File: config.mk
export PLATFORM = sky130hd
export DESIGN_NAME = fdtd_acc_round_sat
export DESIGN_NICKNAME = d
export VERILOG_FILES = /design/src/rtl/fdtd_alu_pkg.sv /design/src/rtl/fdtd_round_sat.sv /design/src/rtl/fdtd_acc_round_sat.sv
export SDC_FILE = /design/constraint.sdc
export NUM_CORES = 1
export LEC_CHECK = 0
export BUFFER_PORTS_ARGS = -buffer_cell sky130_fd_sc_hd__buf_4
export CAP_MARGIN = 0
export CORE_MARGIN = 4
export CORE_UTILIZATION = 50
export CTS_BUF_LIST = sky130_fd_sc_hd__clkbuf_8
export CTS_CLUSTER_SIZE = 25
export DETAILED_ROUTE_END_ITERATION = 8
export PLACE_DENSITY = 0.74
export RECOVER_POWER = 100
export SYNTH_ARGS = -nofsm -noshare
export SYNTH_HDL_FRONTEND = slang
export SYNTH_SLANG_ARGS = --single-unit
export TNS_END_PERCENT = 30
File: constraint.sdc
create_clock -name CLK -period 3.6 [get_ports CLK]
set_input_delay 0 -clock CLK [delete_from_list [all_inputs] [get_ports CLK]]
set_output_delay 0 -clock CLK [all_outputs]
set_load 0.01 [all_outputs]
File: src/rtl/fdtd_alu_pkg.sv
// Shared types and constants for the FDTD ALU accumulate/rescale stage.
// Contents: accumulator state enum, default guard width, and the saturation
// bounds helper used by the combinational rescale/saturate block.
package fdtd_alu_pkg;

    typedef enum logic [1:0] {
        ST_IDLE = 2'd0,
        ST_ACC  = 2'd1,
        ST_OUT  = 2'd2
    } acc_state_e;

    localparam int DEFAULT_GUARD = 4;

    // Largest and smallest signed WIDTH-bit values, widened to 128 bits so any
    // rescaled sum up to 128 bits can be compared against them directly.
    function automatic logic signed [127:0] sat_max(input int width);
        return (128'sd1 <<< (width - 1)) - 128'sd1;
    endfunction

    function automatic logic signed [127:0] sat_min(input int width);
        return -(128'sd1 <<< (width - 1));
    endfunction

endpackage

File: src/rtl/fdtd_round_sat.sv
// Combinational rescale of an accumulator sum by FRAC bits, then signed saturation to WIDTH.
// Ports: sum_i (ACCW signed sum) -> out_data_o (WIDTH signed), sat_o (result was clamped).
// FDTD_ACC_ROUND_EN defined: round-half-up (bias 2^(FRAC-1)); undefined: truncate toward -inf.
module fdtd_round_sat
    import fdtd_alu_pkg::*;
#(
    parameter int WIDTH = 32,
    parameter int FRAC  = 16,
    parameter int ACCW  = 2 * WIDTH + DEFAULT_GUARD
) (
    input  logic [ACCW-1:0]  sum_i,
    output logic [WIDTH-1:0] out_data_o,
    output logic             sat_o
);

    // One extra bit so the rounding bias cannot wrap a near-full-scale sum.
    localparam int RW = ACCW + 1;

`ifdef FDTD_ACC_ROUND_EN
    localparam logic [RW-1:0] BIAS = (FRAC > 0) ? (RW'(1) << ((FRAC > 0) ? FRAC - 1 : 0)) : '0;
`else
    localparam logic [RW-1:0] BIAS = '0;
`endif

    localparam logic signed [127:0] MAXV = sat_max(WIDTH);
    localparam logic signed [127:0] MINV = sat_min(WIDTH);

    logic signed [RW-1:0]  sum_x;
    logic signed [RW-1:0]  biased;
    logic signed [RW-1:0]  r;
    logic signed [127:0]   r_wide;

    always_comb begin
        sum_x  = {sum_i[ACCW-1], sum_i};
        biased = sum_x + $signed(BIAS);
        r      = biased >>> FRAC;
        r_wide = {{(128 - RW){r[RW-1]}}, r};

        out_data_o = r[WIDTH-1:0];
        sat_o      = 1'b0;
        if (r_wide > MAXV) begin
            out_data_o = MAXV[WIDTH-1:0];
            sat_o      = 1'b1;
        end else if (r_wide < MINV) begin
            out_data_o = MINV[WIDTH-1:0];
            sat_o      = 1'b1;
        end
    end

endmodule

File: src/rtl/fdtd_acc_round_sat.sv
// Accumulates a group of signed 2*WIDTH products, rescales by FRAC and saturates to WIDTH.
// Ports: CLK/RST (async active-high), in_valid/in_ready/in_last/in_p beats, out_valid/out_ready/out_data/out_sat result.
// Result registered one edge after the last beat; in_ready low while a result is held. Macro: FDTD_ACC_ROUND_EN.
module fdtd_acc_round_sat
    import fdtd_alu_pkg::*;
#(
    parameter int WIDTH = 32,
    parameter int FRAC  = 16,
    parameter int GUARD = DEFAULT_GUARD
) (
    input  logic               CLK,
    input  logic               RST,
    input  logic               in_valid,
    output logic               in_ready,
    input  logic               in_last,
    input  logic [2*WIDTH-1:0] in_p,
    output logic               out_valid,
    input  logic               out_ready,
    output logic [WIDTH-1:0]   out_data,
    output logic               out_sat
);

    localparam int ACCW = 2 * WIDTH + GUARD;

    acc_state_e        state_q;
    logic [ACCW-1:0]   acc_q;
    logic [ACCW-1:0]   sum_d;
    logic              out_valid_q;
    logic [WIDTH-1:0]  out_data_q;
    logic              out_sat_q;
    logic [WIDTH-1:0]  rs_data;
    logic              rs_sat;
    logic              beat_acc;

    // Gated by RST so upstream never sees a handshake while the stage is held in reset.
    assign in_ready = !RST && (state_q != ST_OUT);
    assign beat_acc = in_valid && in_ready;

    // Overflow past the guard bits wraps; group length is bounded upstream.
    assign sum_d = acc_q + {{GUARD{in_p[2*WIDTH-1]}}, in_p};

    fdtd_round_sat #(
        .WIDTH (WIDTH),
        .FRAC  (FRAC),
        .ACCW  (ACCW)
    ) u_round_sat (
        .sum_i      (sum_d),
        .out_data_o (rs_data),
        .sat_o      (rs_sat)
    );

    always_ff @(posedge CLK or posedge RST) begin
        if (RST) begin
            state_q     <= ST_IDLE;
            acc_q       <= '0;
            out_valid_q <= 1'b0;
            out_data_q  <= '0;
            out_sat_q   <= 1'b0;
        end else begin
            case (state_q)
                ST_IDLE, ST_ACC: begin
                    if (beat_acc) begin
                        if (in_last) begin
                            acc_q       <= '0;
                            out_data_q  <= rs_data;
                            out_sat_q   <= rs_sat;
                            out_valid_q <= 1'b1;
                            state_q     <= ST_OUT;
                        end else begin
                            acc_q   <= sum_d;
                            state_q <= ST_ACC;
                        end
                    end
                end
                ST_OUT: begin
                    // Result stays on out_data/out_sat until the next group completes.
                    if (out_ready) begin
                        out_valid_q <= 1'b0;
                        state_q     <= ST_IDLE;
                    end
                end
                default: begin
                    state_q     <= ST_IDLE;
                    acc_q       <= '0;
                    out_valid_q <= 1'b0;
                end
            endcase
        end
    end

    assign out_valid = out_valid_q;
    assign out_data  = out_data_q;
    assign out_sat   = out_sat_q;

endmodule

Word level (Yosys, flattened, before mapping)
Index checks and enable logic that the tools add are counted.

word-level totals
  bits in registers = 104
  bits of input ports = 69
  logic and storage cells = 39

operators by class
  reduce and logical (&&, ||, !) cells = 9
  eq/ne operators = 6
  bitwise gates (word level) = 1
  multiplexer cells = 15
  add/sub/neg operators = 1
  magnitude comparators = 2

operators by type and width
  operator              number
  $mux 68               2
  $pmux 68 s2           1
  $add 68x68->68        1
  $mux 32               2
  $gt 52x32->1 const B  1
  $lt 52x32->1 const B  1
  $ne 2x2->1 const B    4
  $mux 2                3
  $reduce_and 3->1      2
  $mux 1                5
  $pmux 2 s2            1
  $reduce_and 2->1      2
  $eq 2x1->1 const B    1
  $eq 2x2->1 const B    1
  $logic_and 1x1->1     2
  $logic_not 2->1       1
  $pmux 1 s2            1
  $reduce_or 2->1       1
  $logic_not 1->1       1
  $not 1->1             1

Depth between registers and ports, before layout
Gate-level depths: netlist (run 1).

  depth after elaboration = 5
  depth in mapped cells = 16
  mapped depth without buffers = 15

Modules after synthesis
Synthesis (run 1) repeated with hierarchy kept, for this count alone.

unflattened totals
  cell total of the unflattened synthesis = 929
  area total of the unflattened synthesis = 8275.4 µm²

modules (own cells, without submodules)
  module              times used  cells an instance  area an instance (µm²)  sequential area each (µm²)
  fdtd_acc_round_sat  1           876                7878.8                  2602.5
  fdtd_round_sat      1           53                 396.6                   0.0

Worst setup path after synthesis (run 1)
OpenSTA, ideal clock, no wires.

  path type = input port to flip-flop
  start point = input port RST
  end point = register out_sat_q, in the netlist out_sat
  arrival = 3887 ps
  buffers on the path = 2
  stages = 11
  setup slack = -411 ps
  cell sequence = inv_1 -> nand2_1 -> nor2_1 -> and2_1 -> clkbuf_1 -> nand3_1 -> nor4_1 -> nand4_2 -> nand2_4 -> buf_12 -> a21oi_2

on the way
  word-level cells in the longest chain between the ends = 4

ends and longest elaborated chain
  item                        line                      text
  start: declaration          fdtd_acc_round_sat.sv:12  input logic RST,
  $logic_not 1->1 (no line)   -
  $logic_and 1x1->1           fdtd_acc_round_sat.sv:36  assign in_ready = !RST && (state_q != ST_OUT);
  $logic_and 1x1->1           fdtd_acc_round_sat.sv:37  assign beat_acc = in_valid && in_ready;
  $reduce_and 3->1 (no line)  -
  end signal: assignment      fdtd_acc_round_sat.sv:66  out_sat_q <= rs_sat;
  end: declaration            fdtd_acc_round_sat.sv:30  logic out_sat_q;

No other way between the ends.
A chain may end at the register's enable or synchronous reset.

Worst setup path in the final report (run 1)
  start point = register acc_q[0]
  end point = register out_sat_q, in the netlist out_sat

on the way
  word-level cells in the longest chain between the ends = 4
  elaborated cells between the ends (all ways) = 5
  classes of those cells = add/sub (1); order compare (2); mux (2)

ends and longest elaborated chain
  item                      line                      text
  start: declaration        fdtd_acc_round_sat.sv:26  logic [ACCW-1:0] acc_q;
  start signal: assignment  fdtd_acc_round_sat.sv:70  acc_q <= sum_d;
  $add 68x68->68 (*)        fdtd_acc_round_sat.sv:40  assign sum_d = acc_q + {{GUARD{in_p[2*WIDTH-1]}}, in_p};
  $lt 52x32->1              fdtd_round_sat.sv:44      end else if (r_wide < MINV) begin
  $mux 1                    fdtd_round_sat.sv:44
  $mux 1 (*)                fdtd_round_sat.sv:41      if (r_wide > MAXV) begin

Every way passes the cells marked *; elsewhere a longest branch is shown, timed or not.

==> results of run 1 <==
## cells in the final DEF, fill, tap and decap left out, types with 12 or more instances in the layout
cell type,Yosys,final
a21o_1,28,28
a21oi_1,106,97
a21oi_2,33,40
a22o_1,46,46
buf_4,2,266
clkbuf_1,39,38
dfrtp_1,104,104
ha_1,67,64
inv_1,21,19
nand2_1,115,115
nand3_1,13,12
nand4_1,32,32
nor2_1,92,90
nor3_1,19,16
o211ai_1,13,13
o21ai_0,73,68
o21ai_1,37,12
o21ai_2,0,21
xnor2_1,35,32
xor2_1,25,22
## where the power goes
group	total, mW	switching, mW	internal, mW
clock	0.785	0.496	0.289
combinational	6.64	3.64	2.99
sequential	1.86	0.263	1.60
total	9.28	4.40	4.88
## stage by stage
stage / hold slack, ns / utilization [%] / setup TNS [ns] / instances
after floorplan: 0.0441 / - / 0 / 1062
after global placement: 0.218 / 63.8 / -14.73 / 1517
after CTS: 0.0937 / 67.9 / -9.72 / 1558
after detailed placement: 0.226 / 63.8 / -17.66 / 1517
after global routing: 0.0763 / 68.7 / -27.38 / 1564
final: 0.0571 / 68.7 / -8.86 / 1564
## layout make-up
class / instances / area (um^2) / share of cell area [%]
Clock buffer: 10 / 138 / 1.16
Clock inverter: 6 / 57.6 / 0.484
Inverter: 21 / 82.6 / 0.695
Multi-Input combinational cell: 875 / 6270 / 52.7
Sequential cell: 104 / 2600 / 21.9
Tap cell: 225 / 282 / 2.37
Timing Repair Buffer: 323 / 2450 / 20.7
## registers in the layout, indices dropped and copies added (netlist names)
name	count
out_valid	1
acc_q	68
out_sat	1
out_data	32
state_q	2
## worst max-delay path, delay by kind of cell, from the launching register on
family | cells | cell delay [ns]
AOI/OAI and AO/OA | 7 | 1.25
xor gates and xnor gates | 1 | 0.11
adders and majority gates | 2 | 0.54
buffers and inverters | 6 | 0.86
DFF | 1 | 0.38
and+or+nand+nor | 4 | 0.69
## routing by layer
metal / GRT usage (%) / routed length, um / vias up
li1: - / - / 4465
met1: 37.4 / 13000 / 4541
met2: 49.2 / 14100 / 346
met3: 2.54 / 1360 / 67
met4: 10.4 / 913 / 0
met5: 0 / 0 / -
## repair_timing
item | CTS | global route
hold buffers | 5 | 0
setup buffers | 15 | 8
resized for setup | 42 | 54
gates cloned | 5 | 1
pin swaps | 21 | 39
endpoints found under the hold margin | 55 | 0
endpoints found under the setup margin | 33 | 37
## kinds of logic (layout without fill, tap and decap cells)
kind of cell,after synthesis,after routing
simple gates,335,335
xor+xnor,60,60
compound gates,410,410
buf+inv,83,360
mux,2,2
flops,104,104
fa+ha+maj,68,68
## worst paths after layout
kind / endpoint / slack [ns] / cells past startpoint
max in group asynchronous: out_data[24]$_DFFE_PP0P_ / 0.39 / 5
min in group asynchronous: state_q[1]$_DFFE_PP0P_ / 1.26 / 4
worst min-delay path: acc_q[4]$_DFFE_PP0P_ / 0.06 / 4
worst min register to register: acc_q[11]$_DFFE_PP0P_ / 0.50 / 2
worst max-delay path: out_sat$_DFFE_PP0P_ / -0.32 / 20
worst max register to register: out_sat$_DFFE_PP0P_ / -0.32 / 20
==> results.md, run 1 <==
* Outcome: finished with violations
* Failing checks: max-capacitance violations, max-slew violations, negative setup slack
* Tot Pwr at 9.28 mW
* Most frequent CP cell: buf_4
* Clock root buffer: clkbuf_8
* Final setup viols at 32
* Yosys warns at 0
* Die Y at 141 um
* Mux share of post-synthesis cell area at 0.227%
* HPWL Detailed at 21400 um
* Worst slew pin tran at 2.80 ns
* Die X at 141 um
* Yosys top cell by area: dfrtp_1
* P_leak at 5.39 nW
* Complex-gate fraction of the synthesized area at 31.0%
* CTS buffer count at 9
* Max-cap violations at 2
* Maximum vdd drop at 353 uV
* CORE AREA at 0.0173 mm^2
* DRT iter0 DRCs at 692
* Setup crit end kind: flop
* Vias in the first global route at 9240
* Reg2Reg Launch Point: acc_q[0]$_DFFE_PP0P_
* Total number of vias at 9419
* CP peak stage delay at 0.44 ns
* CP Data Required Time at 3.90 ns
* Synth Flop Type: dfrtp_1
* H-tree depth at 3
* Crit-path slowest cell: a2111oi_4
* First-pass GRT wire length at 46100 um
* EDFF count, synth at 0
* DRC Markers at 0
* Share of the synthesized area in the top cell type at 29.5%
* CTS tree: built
* RSZ-0062 raised after global routing: true
* Yosys cell types at 82
* Tot GR Track Use at 28.5%
* Setup WS pre-CTS at -0.588 ns
* Overflow after GRT at 0
* Drt pass-1 iters at 5
* Slew Viols, Final at 94
* Largest family of logic cells by synthesized area: compound AO/OA/AOI/OAI gates
* Hold Vio Cnt, Final at 0
* Diodes inserted at 0
* CP Launch Type: flop
* Avg Cell Area, Syn at 8.32 um^2
* Yosys reg bits at 104
* Fill count at 1453
* Synth area leaders: dfrtp_1 29%, ha_1 9.5%, a21oi_1 6.0%
* Post-Syn Area at 0.00883 mm^2
* Synthesized instance count at 1062
* Vias/cell at 6.02
* Total Routed Length at 29300 um
* Simple-gate share of the synthesized area at 19.1%
* CP Launch Point: acc_q[0]$_DFFE_PP0P_
* CTS clk-pin slew, worst paths at 0.12 ns
* Clock Tree Buf Depth at 2
* Fin crit period at 3.92 ns
* CTS sink cnt at 104
* Initial Util at 51.1%
* Die area at 0.0199 mm^2
* Power density cells at 781 mW/mm^2
* Port buffer count at 103
* Tcrit/Tclk final at 109%
* I/O pin count at 104
* Crit-path max FO at 3
* Placed instance area at 0.0110 mm^2
* Fraction of registers with async set/reset at 100%
* Most common cell in the netlist: nand2_1
* Synth cell count leaders: 115 x nand2_1, 106 x a21oi_1, 104 x dfrtp_1, 92 x nor2_1, 73 x o21ai_0
* Crit path DAT at 4.22 ns
* # nets final at 1471
* Row Count at 48
* Post-route ant nets at 0
* WL/cell at 18.8 um
* Initial antenna violation count at 0
* Routability-driven placement congestion ratio at 0.980
* PnR worst setup slack at -0.324 ns
* Post-route cell area at 0.0119 mm^2
* Synth-to-Final Area Change at 34.5%
* F_max at 255 MHz
* Adder-Cell Fraction of Synth Area at 9.72%
* Post-synth net total at 1199
* Largest net degree at the start of global routing at 54
* Worst skew pair latency at 0.41 ns
* Clk_skew at 0.0274 ns
* Crit-path cells: ha_2 > inv_2 > fa_2 > and2b_1 > o211ai_1 > buf_4 > a21oi_4 > o21ai_4 > a2111oi_4 > buf_4 > nor2_4 > a21oi_2 > xor2_2 > buf_4 > nor4_4 > nand4_2 > buf_4 > buf_4 > o22ai_1 > a21oi_2
* Post-Synth XOR/XNOR Area at 5.95%
* WS Path Type: reg -> reg
* Share of layout cells above drive strength 1 at 32.1%
* Slew HR at -86.6%
* Hold WC Path Type: in -> reg
* Hold Startpoint: in_p[4]
* Sequential area share after synthesis at 29.5%
Note: power is estimated with default switching activity, not from simulation.
==> run 2, diff against run 1 <==
--- a/config.mk
+++ b/config.mk
@@ -14,2 +14,3 @@
 export DETAILED_ROUTE_END_ITERATION = 8
+export GPL_ROUTABILITY_DRIVEN = 1
 export PLACE_DENSITY = 0.74
==> constraint.sdc (replaced) <==
create_clock -name CLK -period 3.6 [get_ports CLK]
set_input_delay 1.08 -clock CLK [delete_from_list [all_inputs] [get_ports CLK]]
set_output_delay 1.08 -clock CLK [all_outputs]
set_load 0.01 [all_outputs]
==> results.md, run 2 (same netlist as run 1, synthesis figures left out) <==
* Clk_skew at 0.0188 ns
* Reg2reg path depth at 18
* P_int at 5.37 mW
* NetSw at 4.46 mW
* CTS tree: built
* First-pass GRT wire length at 48300 um
* Crit Reg-Reg Endpoint: out_data[17]$_DFFE_PP0P_
* Largest register FFs at 68
* Hold Vio Cnt, Final at 0
* GRT Max-Usage Layer: met2
* Total number of vias at 9904
* Synth-to-Final Area Change at 43.7%
* Setup crit end kind: flop
* CORE AREA at 0.0173 mm^2
* WS Path Type: in -> reg
* CTS clk-pin slew, worst paths at 0.11 ns
* Maximum vdd drop at 388 uV
* Vias in the first global route at 9669
* Met1 Usage GRT at 40.3%
* Post-route ant nets at 0
* Net Sw Frac at 45.3%
* F_max at 231 MHz
* Final setup viols at 37
* P_leak at 6.02 nW
* I/O pin count at 104
* Slew Viols, Final at 42
* CP Launch Type: input port
* CP Data Required Time at 3.94 ns
* DRT iter0 DRCs at 858
* Max-cap violations at 1
* Crit-path slowest cell: a2111oi_2
* Worst slew pin tran at 2.30 ns
* Overflow after GRT at 0
* HPWL Detailed at 23200 um
* Setup WS pre-CTS at -1.22 ns
* Die area at 0.0199 mm^2
* Failing checks: max-capacitance violations, max-slew violations, negative setup slack
* RSZ-0062 raised after global routing: true
* Row Count at 48
* Commonest non-fill, non-tap cell in the layout: buf_4
* Outcome: finished with violations
* Drt pass-1 iters at 5
* Crit-path cells: buf_6 > ha_4 > inv_2 > fa_2 > and2b_1 > o211ai_1 > a21oi_2 > o21ai_2 > a2111oi_2 > buf_4 > o211ai_1 > and3b_1 > nor2_1 > nand4_1 > nor4_4 > buf_6 > clkbuf_16 > o21ai_1 > a21oi_2
* Fill count at 1303
* # nets final at 1579
* CTS buffer count at 9
* Fin crit period at 4.32 ns
* Min-Delay Endpoint: acc_q[55]$_DFFE_PP0P_
* Global-route met2 utilization at 49.8%
* Port buffer count at 103
* Slew HR at -53.6%
* Reg2reg setup slack at -0.40 ns
* Reg2Reg Launch Point: acc_q[0]$_DFFE_PP0P_
* Die Y at 141 um
* Tcrit/Tclk final at 120%
* WL/cell at 18.2 um
* Diodes inserted at 0
* Share of layout cells above drive strength 1 at 39.3%
* Total Routed Length at 30400 um
* Sequential power share at 19.0%
* H-tree depth at 3
* DRC Markers at 0
* Crit-path max FO at 13
* Number of buffers and inverters on the critical path at 5
* Initial antenna violation count at 0
* Crit path DAT at 4.66 ns
* WHS Path Cells at 2
* Clock power share at 7.7%
* Hold WC Path Type: reg -> reg
* Vias/cell at 5.92
* Routability-driven placement congestion ratio at 1.03
* Core Util, Final at 73.4%
* Power density cells at 775 mW/mm^2
* Most frequent cells in the layout: 419 x buf_4, 115 x nand2_1, 104 x dfrtp_1
* Hold Startpoint: acc_q[55]$_DFFE_PP0P_
* Most flops, register: acc_q
* Largest net degree at the start of global routing at 65
* Comb pwr share at 73.3%
* Clock root buffer: clkbuf_8
* Die X at 141 um
* Tot GR Track Use at 29.9%
* CP peak stage delay at 0.34 ns
* Initial Util at 51.1%
* Worst skew pair latency at 0.41 ns
* PnR worst setup slack at -0.724 ns
* CTS sink cnt at 104
* GR Util met3 at 3.60%
* Clock Tree Buf Depth at 2
* CP delay by family, top: compound AO/OA/AOI/OAI gates
[run 2: cell count changes in the layout (fill, tap and decap cells not counted), moves of 3 or more]
cell           delta
buf_12            -5
clkbuf_1         -36
o21ai_2           -8
ha_4              +3
clkbuf_16         +3
buf_4           +153
o21ai_1           +8
a21oi_2           +3
dlygate4sd3_1     -5
[run 2: how the worst max path moves through the flow]
stage,startpoint,end,slack (ns),cells after the start
finish,in_p[0],out_data[17]$_DFFE_PP0P_,-0.72,19
detailed placement,in_p[0],out_data[8]$_DFFE_PP0P_,-1.22,18
global placement,in_p[0],out_data[6]$_DFFE_PP0P_,-1.15,18
global route,in_p[23],out_data[17]$_DFFE_PP0P_,-0.93,17
CTS,in_p[0],out_data[25]$_DFFE_PP0P_,-0.66,18
floorplan,in_p[0],out_data[8]$_DFFE_PP0P_,-0.50,16
[run 2: timing repair]
action	4_1_cts	5_1_grt
resized for setup	16	44
pin swaps	9	15
gates cloned	0	3
setup endpoints to repair	39	47
hold buffers	0	0
buffers inserted	5	4
[run 2: layout make-up]
cell class | count | area [um^2] | area share (%)
Timing Repair Buffer | 431 | 3340 | 26.3
Multi-Input combinational cell | 875 | 6200 | 48.9
Tap cell | 225 | 282 | 2.22
Sequential cell | 104 | 2600 | 20.5
Inverter | 21 | 80.1 | 0.631
Clock inverter | 7 | 58.8 | 0.463
Clock buffer | 9 | 124 | 0.976
[run 2: worst register-to-register path: cells and delay by family, from the launching register on]
kind	cells	cell delay, ns
AO/OA/AOI/OAI	7	1.23
adder cells (fa/ha/maj)	2	0.48
buffers and inverters	4	0.62
flip-flops	1	0.41
AND/OR/NAND/NOR	5	1.18
[run 2: power by group through the flow]
stage               Clock (mW)  Combinational [mW]  Sequential (mW)
detailed placement           0                6.70             1.88
global placement             0                6.54             1.86
global route             0.809                7.81             1.93
finish                   0.755                7.21             1.87
floorplan                    0                3.64             1.90
CTS                      0.759                6.82             1.87
[run 2: through the flow]
stage,power (mW),hold slack (ns),std cells,cell area [um^2],setup TNS (ns)
floorplan,5.54,0.453,1062,8950,-22.52
global placement,8.41,0.468,1645,12100,-44.21
detailed placement,8.58,0.480,1645,12100,-46.80
CTS,9.45,0.506,1666,12400,-20.42
global route,10.5,0.531,1672,12700,-53.69
finish,9.83,0.502,1672,12700,-22.29
[run 2: routing by layer]
metal	share of wire [%]	wire (um)
met1	44	13300
met5	0	0
met3	5.9	1790
met4	2.8	863
met2	48	14500
